## src/rtl/sa_w_channel_pkg.sv

```systemverilog
// Shared AXI interconnect definitions: master ID width derivation and W-info packing.
// The W info word is {WDATA, WLAST}; the dispatcher W path packs it the same way.
package sa_w_channel_pkg;

    localparam int unsigned W_LAST_POS = 0;
    localparam int unsigned W_DATA_LSB = 1;

    function automatic int unsigned id_width(input int unsigned mst_amt);
        return (mst_amt > 1) ? $clog2(mst_amt) : 1;
    endfunction

    function automatic int unsigned w_info_width(input int unsigned data_width);
        return data_width + 1;
    endfunction

endpackage

```

## src/rtl/sa_w_grant_fifo.sv

```systemverilog
// Grant-order FIFO of master IDs; head selects which dispatcher's W stream is forwarded.
module sa_w_grant_fifo #(
    parameter int unsigned DEPTH = 4,
    parameter int unsigned WIDTH = 1
) (
    input  logic             clk_i,
    input  logic             rst_ni,
    input  logic             push_i,
    input  logic [WIDTH-1:0] push_data_i,
    input  logic             pop_i,
    output logic [WIDTH-1:0] head_o,
    output logic             full_o,
    output logic             empty_o
);

    localparam int unsigned PTR_W = $clog2(DEPTH);
    localparam int unsigned CNT_W = PTR_W + 1;

    logic [WIDTH-1:0] mem_q [DEPTH];
    logic [PTR_W-1:0] wptr_q, rptr_q;
    logic [CNT_W-1:0] count_q;
    logic             push_en, pop_en;

    assign full_o  = (count_q == CNT_W'(DEPTH));
    assign empty_o = (count_q == '0);
    assign head_o  = mem_q[rptr_q];

    // Pushes while full and pops while empty are dropped.
    assign push_en = push_i & ~full_o;
    assign pop_en  = pop_i & ~empty_o;

    always_ff @(posedge clk_i) begin
        if (!rst_ni) begin
            wptr_q  <= '0;
            rptr_q  <= '0;
            count_q <= '0;
        end else begin
            if (push_en) wptr_q <= wptr_q + PTR_W'(1);
            if (pop_en)  rptr_q <= rptr_q + PTR_W'(1);
            unique case ({push_en, pop_en})
                2'b10:   count_q <= count_q + CNT_W'(1);
                2'b01:   count_q <= count_q - CNT_W'(1);
                default: count_q <= count_q;
            endcase
        end
    end

    always_ff @(posedge clk_i) begin
        if (push_en) mem_q[wptr_q] <= push_data_i;
    end

endmodule

```

## src/rtl/skid_buffer.sv

```systemverilog
// Valid/ready pipeline stage; FULL=1 registers both directions with a 2-entry skid,
// FULL=0 is a single-entry stage with a combinational ready path.
module skid_buffer #(
    parameter int unsigned WIDTH = 8,
    parameter bit          FULL  = 1'b1
) (
    input  logic             clk_i,
    input  logic             rst_ni,
    input  logic             bwd_valid_i,
    input  logic [WIDTH-1:0] bwd_data_i,
    output logic             bwd_ready_o,
    output logic             fwd_valid_o,
    output logic [WIDTH-1:0] fwd_data_o,
    input  logic             fwd_ready_i
);

    logic             out_valid_q;
    logic [WIDTH-1:0] out_data_q;
    logic             out_free, in_fire;

    assign out_free    = ~out_valid_q | fwd_ready_i;
    assign in_fire     = bwd_valid_i & bwd_ready_o;
    assign fwd_valid_o = out_valid_q;
    assign fwd_data_o  = out_data_q;

    if (FULL) begin : g_full
        logic             skid_valid_q;
        logic [WIDTH-1:0] skid_data_q;

        assign bwd_ready_o = ~skid_valid_q;

        // A held skid entry always drains before new input is taken.
        always_ff @(posedge clk_i) begin
            if (!rst_ni) begin
                out_valid_q  <= 1'b0;
                out_data_q   <= '0;
                skid_valid_q <= 1'b0;
                skid_data_q  <= '0;
            end else if (out_free) begin
                out_valid_q  <= skid_valid_q | in_fire;
                if (skid_valid_q)  out_data_q <= skid_data_q;
                else if (in_fire)  out_data_q <= bwd_data_i;
                skid_valid_q <= 1'b0;
            end else if (in_fire) begin
                skid_valid_q <= 1'b1;
                skid_data_q  <= bwd_data_i;
            end
        end
    end else begin : g_half
        assign bwd_ready_o = out_free;

        always_ff @(posedge clk_i) begin
            if (!rst_ni) begin
                out_valid_q <= 1'b0;
                out_data_q  <= '0;
            end else if (out_free) begin
                out_valid_q <= bwd_valid_i;
                if (bwd_valid_i) out_data_q <= bwd_data_i;
            end
        end
    end

endmodule

```

## src/rtl/sa_w_channel.sv

```systemverilog
// Slave-side W-channel arbiter: forwards W beats from the dispatcher at the head of the
// grant-order FIFO to the slave through a full skid buffer; pops on the accepted WLAST.
module sa_w_channel
    import sa_w_channel_pkg::*;
#(
    parameter int unsigned MST_AMT         = 2,
    parameter int unsigned DATA_WIDTH      = 32,
    parameter int unsigned MST_ID_W        = id_width(MST_AMT),
    parameter int unsigned OUTSTANDING_AMT = 4
) (
    input  logic                          ACLK_i,
    input  logic                          ARESETn_i,
    input  logic [DATA_WIDTH*MST_AMT-1:0] dsp_WDATA_i,
    input  logic [MST_AMT-1:0]            dsp_WLAST_i,
    input  logic [MST_AMT-1:0]            dsp_WVALID_i,
    output logic [MST_AMT-1:0]            dsp_WREADY_o,
    input  logic [MST_ID_W-1:0]           sa_AW_mst_id_i,
    input  logic                          sa_AW_grant_valid_i,
    output logic                          sa_AW_grant_ready_o,
    output logic [DATA_WIDTH-1:0]         s_WDATA_o,
    output logic                          s_WLAST_o,
    output logic                          s_WVALID_o,
    input  logic                          s_WREADY_i
);

    localparam int unsigned INFO_W = w_info_width(DATA_WIDTH);

    logic [MST_ID_W-1:0]   head_id;
    logic                  fifo_full, fifo_empty, fifo_push, fifo_pop;
    logic                  sel_valid, sel_last, skid_ready;
    logic [DATA_WIDTH-1:0] sel_data;
    logic [INFO_W-1:0]     skid_in, skid_out;

    // Readies are held low while reset is asserted, not only after the edge.
    assign sa_AW_grant_ready_o = ARESETn_i & ~fifo_full;
    assign fifo_push           = sa_AW_grant_valid_i & sa_AW_grant_ready_o;
    assign fifo_pop            = sel_valid & skid_ready & sel_last;

    always_comb begin
        sel_valid    = 1'b0;
        sel_last     = 1'b0;
        sel_data     = '0;
        dsp_WREADY_o = '0;
        for (int m = 0; m < MST_AMT; m++) begin
            if (!fifo_empty && head_id == MST_ID_W'(m)) begin
                sel_valid       = dsp_WVALID_i[m];
                sel_last        = dsp_WLAST_i[m];
                sel_data        = dsp_WDATA_i[DATA_WIDTH*m +: DATA_WIDTH];
                dsp_WREADY_o[m] = skid_ready & ARESETn_i;
            end
        end
    end

    assign skid_in    = {sel_data, sel_last};
    assign s_WDATA_o  = skid_out[W_DATA_LSB +: DATA_WIDTH];
    assign s_WLAST_o  = skid_out[W_LAST_POS];

    sa_w_grant_fifo #(
        .DEPTH (OUTSTANDING_AMT),
        .WIDTH (MST_ID_W)
    ) u_grant_fifo (
        .clk_i       (ACLK_i),
        .rst_ni      (ARESETn_i),
        .push_i      (fifo_push),
        .push_data_i (sa_AW_mst_id_i),
        .pop_i       (fifo_pop),
        .head_o      (head_id),
        .full_o      (fifo_full),
        .empty_o     (fifo_empty)
    );

    skid_buffer #(
        .WIDTH (INFO_W),
        .FULL  (1'b1)
    ) u_skid (
        .clk_i       (ACLK_i),
        .rst_ni      (ARESETn_i),
        .bwd_valid_i (sel_valid),
        .bwd_data_i  (skid_in),
        .bwd_ready_o (skid_ready),
        .fwd_valid_o (s_WVALID_o),
        .fwd_data_o  (skid_out),
        .fwd_ready_i (s_WREADY_i)
    );

endmodule
```

## config.mk

```make
export PLATFORM = sky130hd
export DESIGN_NAME = sa_w_channel
export DESIGN_NICKNAME = d
export VERILOG_FILES = /design/src/rtl/sa_w_channel_pkg.sv /design/src/rtl/sa_w_grant_fifo.sv /design/src/rtl/skid_buffer.sv /design/src/rtl/sa_w_channel.sv
export SDC_FILE = /design/constraint.sdc
export NUM_CORES = 1
export LEC_CHECK = 0
export ABC_AREA = 1
export CAP_MARGIN = 20
export CORE_ASPECT_RATIO = 0.5
export CORE_MARGIN = 3
export CORE_UTILIZATION = 49
export CTS_BUF_LIST = sky130_fd_sc_hd__clkbuf_16
export DETAILED_ROUTE_END_ITERATION = 8
export GPL_ROUTABILITY_DRIVEN = 0
export GPL_TIMING_DRIVEN = 0
export PLACE_DENSITY = 0.88
export SLEW_MARGIN = 25
export SYNTH_ARGS = -nofsm -noshare
export SYNTH_HDL_FRONTEND = slang
export SYNTH_SLANG_ARGS = --single-unit
```

## constraint.sdc

```tcl
create_clock -name ACLK_i -period 2.4 [get_ports ACLK_i]
set_input_delay 0.24 -clock ACLK_i [delete_from_list [all_inputs] [get_ports ACLK_i]]
set_output_delay 0.24 -clock ACLK_i [all_outputs]
set_load 0.05 [all_outputs]
```

==> implementation parameters <==
Parameter                              Value

Global route
  Via count of the first global-routing pass    4196
  Antenna violations before repair    0
  Remaining global-route overflow    0
  Wire length of the first global-routing pass    19970 um
  Pin count of the biggest net entering global routing    16
  Overall fraction of global-route tracks in use    0.2513

Pwr
  Final Total Pwr    3950 uW
  Static leakage power    0.002711 uW
  Power Dens Cells    671.3 nW/um^2
  Worst ir drop on vdd    0.5151 mV

Timing
  Final hold violation count    0
  WHS    0.2761 ns
  Maximum clock rate    421.3 MHz
  Slew margin rel.    0.5926
  Max-slew violation count    0
  Final count of negative-setup-slack endpoints    0
  Unrepaired setup endpoints after global routing    true
  Final Cycle Share    0.9890
  Period minus WS final    2.374 ns
  Setup TNS Final    0 ns
  Slew at the pin closest to its max-slew limit    0.6089 ns
  Clk_skew    0.007382 ns

Final layout
  Number of inserted diodes    0
  Number of nets in the layout    866
  Utilization of the core after routing    0.7150
  # fillers    665
  Share of layout cells above drive strength 1    0.08333
  Area overhead of the layout relative to synthesis    38.20%
  Multi-input combinational cell area    2100 um^2
  Register cell area after layout    1664 um^2

Detailed routing
  DRC marker count from the first detailed-route iteration    578
  Via count normalized by instance count    5.207
  DR DRC count    0
  Via count    4707
  Drt pass-1 iters    5
  DRT Wirelength    12590 um
  Routed len/inst    13.93 um
  Number of antenna-violating nets in the routed design    0

CTS
  CTS H-tree depth    3
  Maximum buffer depth of the clock tree    2
  Root buffer cell    clkbuf_16
  TritonCTS clock tree    built
  TritonCTS Buffers    9
  Clock sinks    81
  Insertion delay to the later sink of the worst-skew pair    0.34 ns
  Clock-pin slew on the worst setup and hold paths    0.06 ns

Setup path
  Max Fanout on Critical Path    4
  Crit path kind    flop to flop
  Peak per-stage delay on the critical path    0.40 ns
  Data arrival time of the critical path    2.60 ns
  Sort of element at the end of the critical path    flop
  Sort of element at the start of the critical path    flop
  Critical Path Slowest Stage Cell    edfxtp_1
  Critical path required time    2.63 ns
  Ordered cell list for the critical path    nand2_1, nand3_4, nand2_4, nand3_1, nand2_2, nand3_2, inv_2, ha_1, inv_1, fa_1, a21oi_1, o21ai_1, o21ai_1, a21oi_1

Die
  Chip Width    137.8 um
  Area of the die    9912 um^2
  Chip height    71.92 um
  Initial standard-cell utilization of the core    0.5173
  Number of top-level pins    110
  Total number of placement rows    23
  Core footprint    8230 um^2

Synth
  Synthesized flop and latch total    81
  Sequential area share after synthesis    0.3902
  FFs w/ async S/R, synth    0
  Most common cell in the synthesized netlist    nand2_1
  Mean post-synth cell area    6.412 um^2
  Most common flop cell mapped by yosys    dfxtp_1
  Area share of the largest cell type after synthesis    0.3620
  Net count after synthesis    743
  Most used standard cells in the synthesized netlist    nand2_1, nor2_1, inv_1
  Count of unique library cells instantiated by Yosys    25
  Dominant cell type by area after synthesis    dfxtp_1
  Synthesis Warnings    0
  EDFF count, synth    4
  Netlist area before placement    4258 um^2
  Area contributors post-synth    dfxtp_1, nand2_1, nor2_1
  Synthesized netlist cell count    664

Placement
  Port-buffer cells    108
  Estimated wirelength of the detail-placed design    8508 um

Flow run
  Max capacitance violation total    0

Run status
  Run status    complete, no violations

Worst hold path
  Hold crit path type    primary input to flop
## critical path: cells and delay by family (launching register included)
family,cells,cell delay (ns)
AOI/OAI and AO/OA,4,0.45
adders and majority gates,2,0.52
buffers and inverters,2,0.17
DFF,1,0.40
and+or+nand+nor,6,0.72
## worst paths after layout
check | startpoint | end | slack (ns) | depth (start not counted)
setup reg to reg | u_grant_fifo.mem_q[3]$_DFFE_PP_ | u_grant_fifo.count_q[2]$_SDFFE_PN0P_ | 0.03 | 14
hold / removal | ARESETn_i | u_grant_fifo.wptr_q[1]$_SDFFE_PN0P_ | 0.28 | 3
setup / recovery | u_grant_fifo.mem_q[3]$_DFFE_PP_ | u_grant_fifo.count_q[2]$_SDFFE_PN0P_ | 0.03 | 14
hold reg to reg | u_skid.g_full.skid_data_q[14]$_SDFFE_PN0P_ | u_skid.g_full.skid_data_q[14]$_SDFFE_PN0P_ | 0.48 | 2
## routing by layer
layer	global-route usage	up-vias	wire length, um
met5	0	-	0
met4	0.07777	0	206
met2	0.4087	217	6004
met3	0.04571	26	830
met1	0.3445	2135	5547
li1	-	2329	-
## kinds of logic after synthesis
| kind of cell | after synthesis | synth area share |
|---|---|---|
| DFF | 81 | 0.3902 |
| adders and majority gates | 6 | 0.01939 |
| and+or+nand+nor | 337 | 0.3241 |
| AOI/OAI and AO/OA | 110 | 0.1390 |
| buffers and inverters | 129 | 0.1252 |
| xor gates and xnor gates | 1 | 0.002057 |
## placed cells by master (no fill, tap or decap)
cell type        instances
clkbuf_1                18
a31oi_1                 32
o21ai_1                 33
clkbuf_16                9
bufinv_16                3
fa_1                     1
nor2_1                 109
a31oi_2                  1
clkbuf_2                 1
nand3_2                  5
nand2_1                177
inv_1                   80
ha_1                     5
nand3_1                 34
clkdlybuf4s50_1        106
dfxtp_2                  2
nand4_1                  3
nand2_4                  2
clkinvlp_4               1
nand3_4                  3
edfxtp_1                 4
dfxtp_1                 75
buf_6                    2
clkinv_1                 2
a21oi_1                  8
o21ai_0                 36
nand2_2                  2
buf_2                   22
inv_2                    4
nor3_1                   2
buf_4                    8
xor2_1                   1
clkinv_4                 1
## timing repair
| item | CTS | global route |
|---|---|---|
| buffers inserted | 3 | 2 |
| setup endpoints to repair | 4 | 4 |
| pin swaps | 2 | 3 |
| endpoints found under the hold margin | 0 | 0 |
| hold buffers | 0 | 0 |
| gates resized for setup | 8 | 15 |
## cell type report
type                            instances  area share
Clock buffer                            9     0.03827
Buffer                                 44     0.03700
Timing Repair Buffer                  113      0.1884
Inverter                               84     0.05422
Clock inverter                          7     0.01871
Tap cell                              112     0.02381
Sequential cell                        81      0.2828
Multi-Input combinational cell        454      0.3568
## power by group
group          switching, uW  internal [uW]
Sequential              34.9           1420
Combinational            577            352
Clock                    556           1010
## flip-flops by register name, summed over array words and instances (netlist names), named ones only
register	count
u_grant_fifo.count_q	3
u_grant_fifo.wptr_q	2
u_skid.g_full.skid_data_q	33
u_skid.fwd_data_o	33
u_skid.g_full.skid_valid_q	1
u_grant_fifo.mem_q	4
u_skid.fwd_valid_o	1
u_grant_fifo.rptr_q	2
## through the flow
stage               area (um^2)  instances  setup slack (ns)
floorplan                  4264        664           0.04068
global placement           5485        884           -0.1590
detailed placement         5485        884           -0.2112
CTS                        5849        902          0.003171
global route               5884        904          -0.08280
finish                     5884        904           0.02649
No activity file was read; power rests on OpenSTA's default activity.
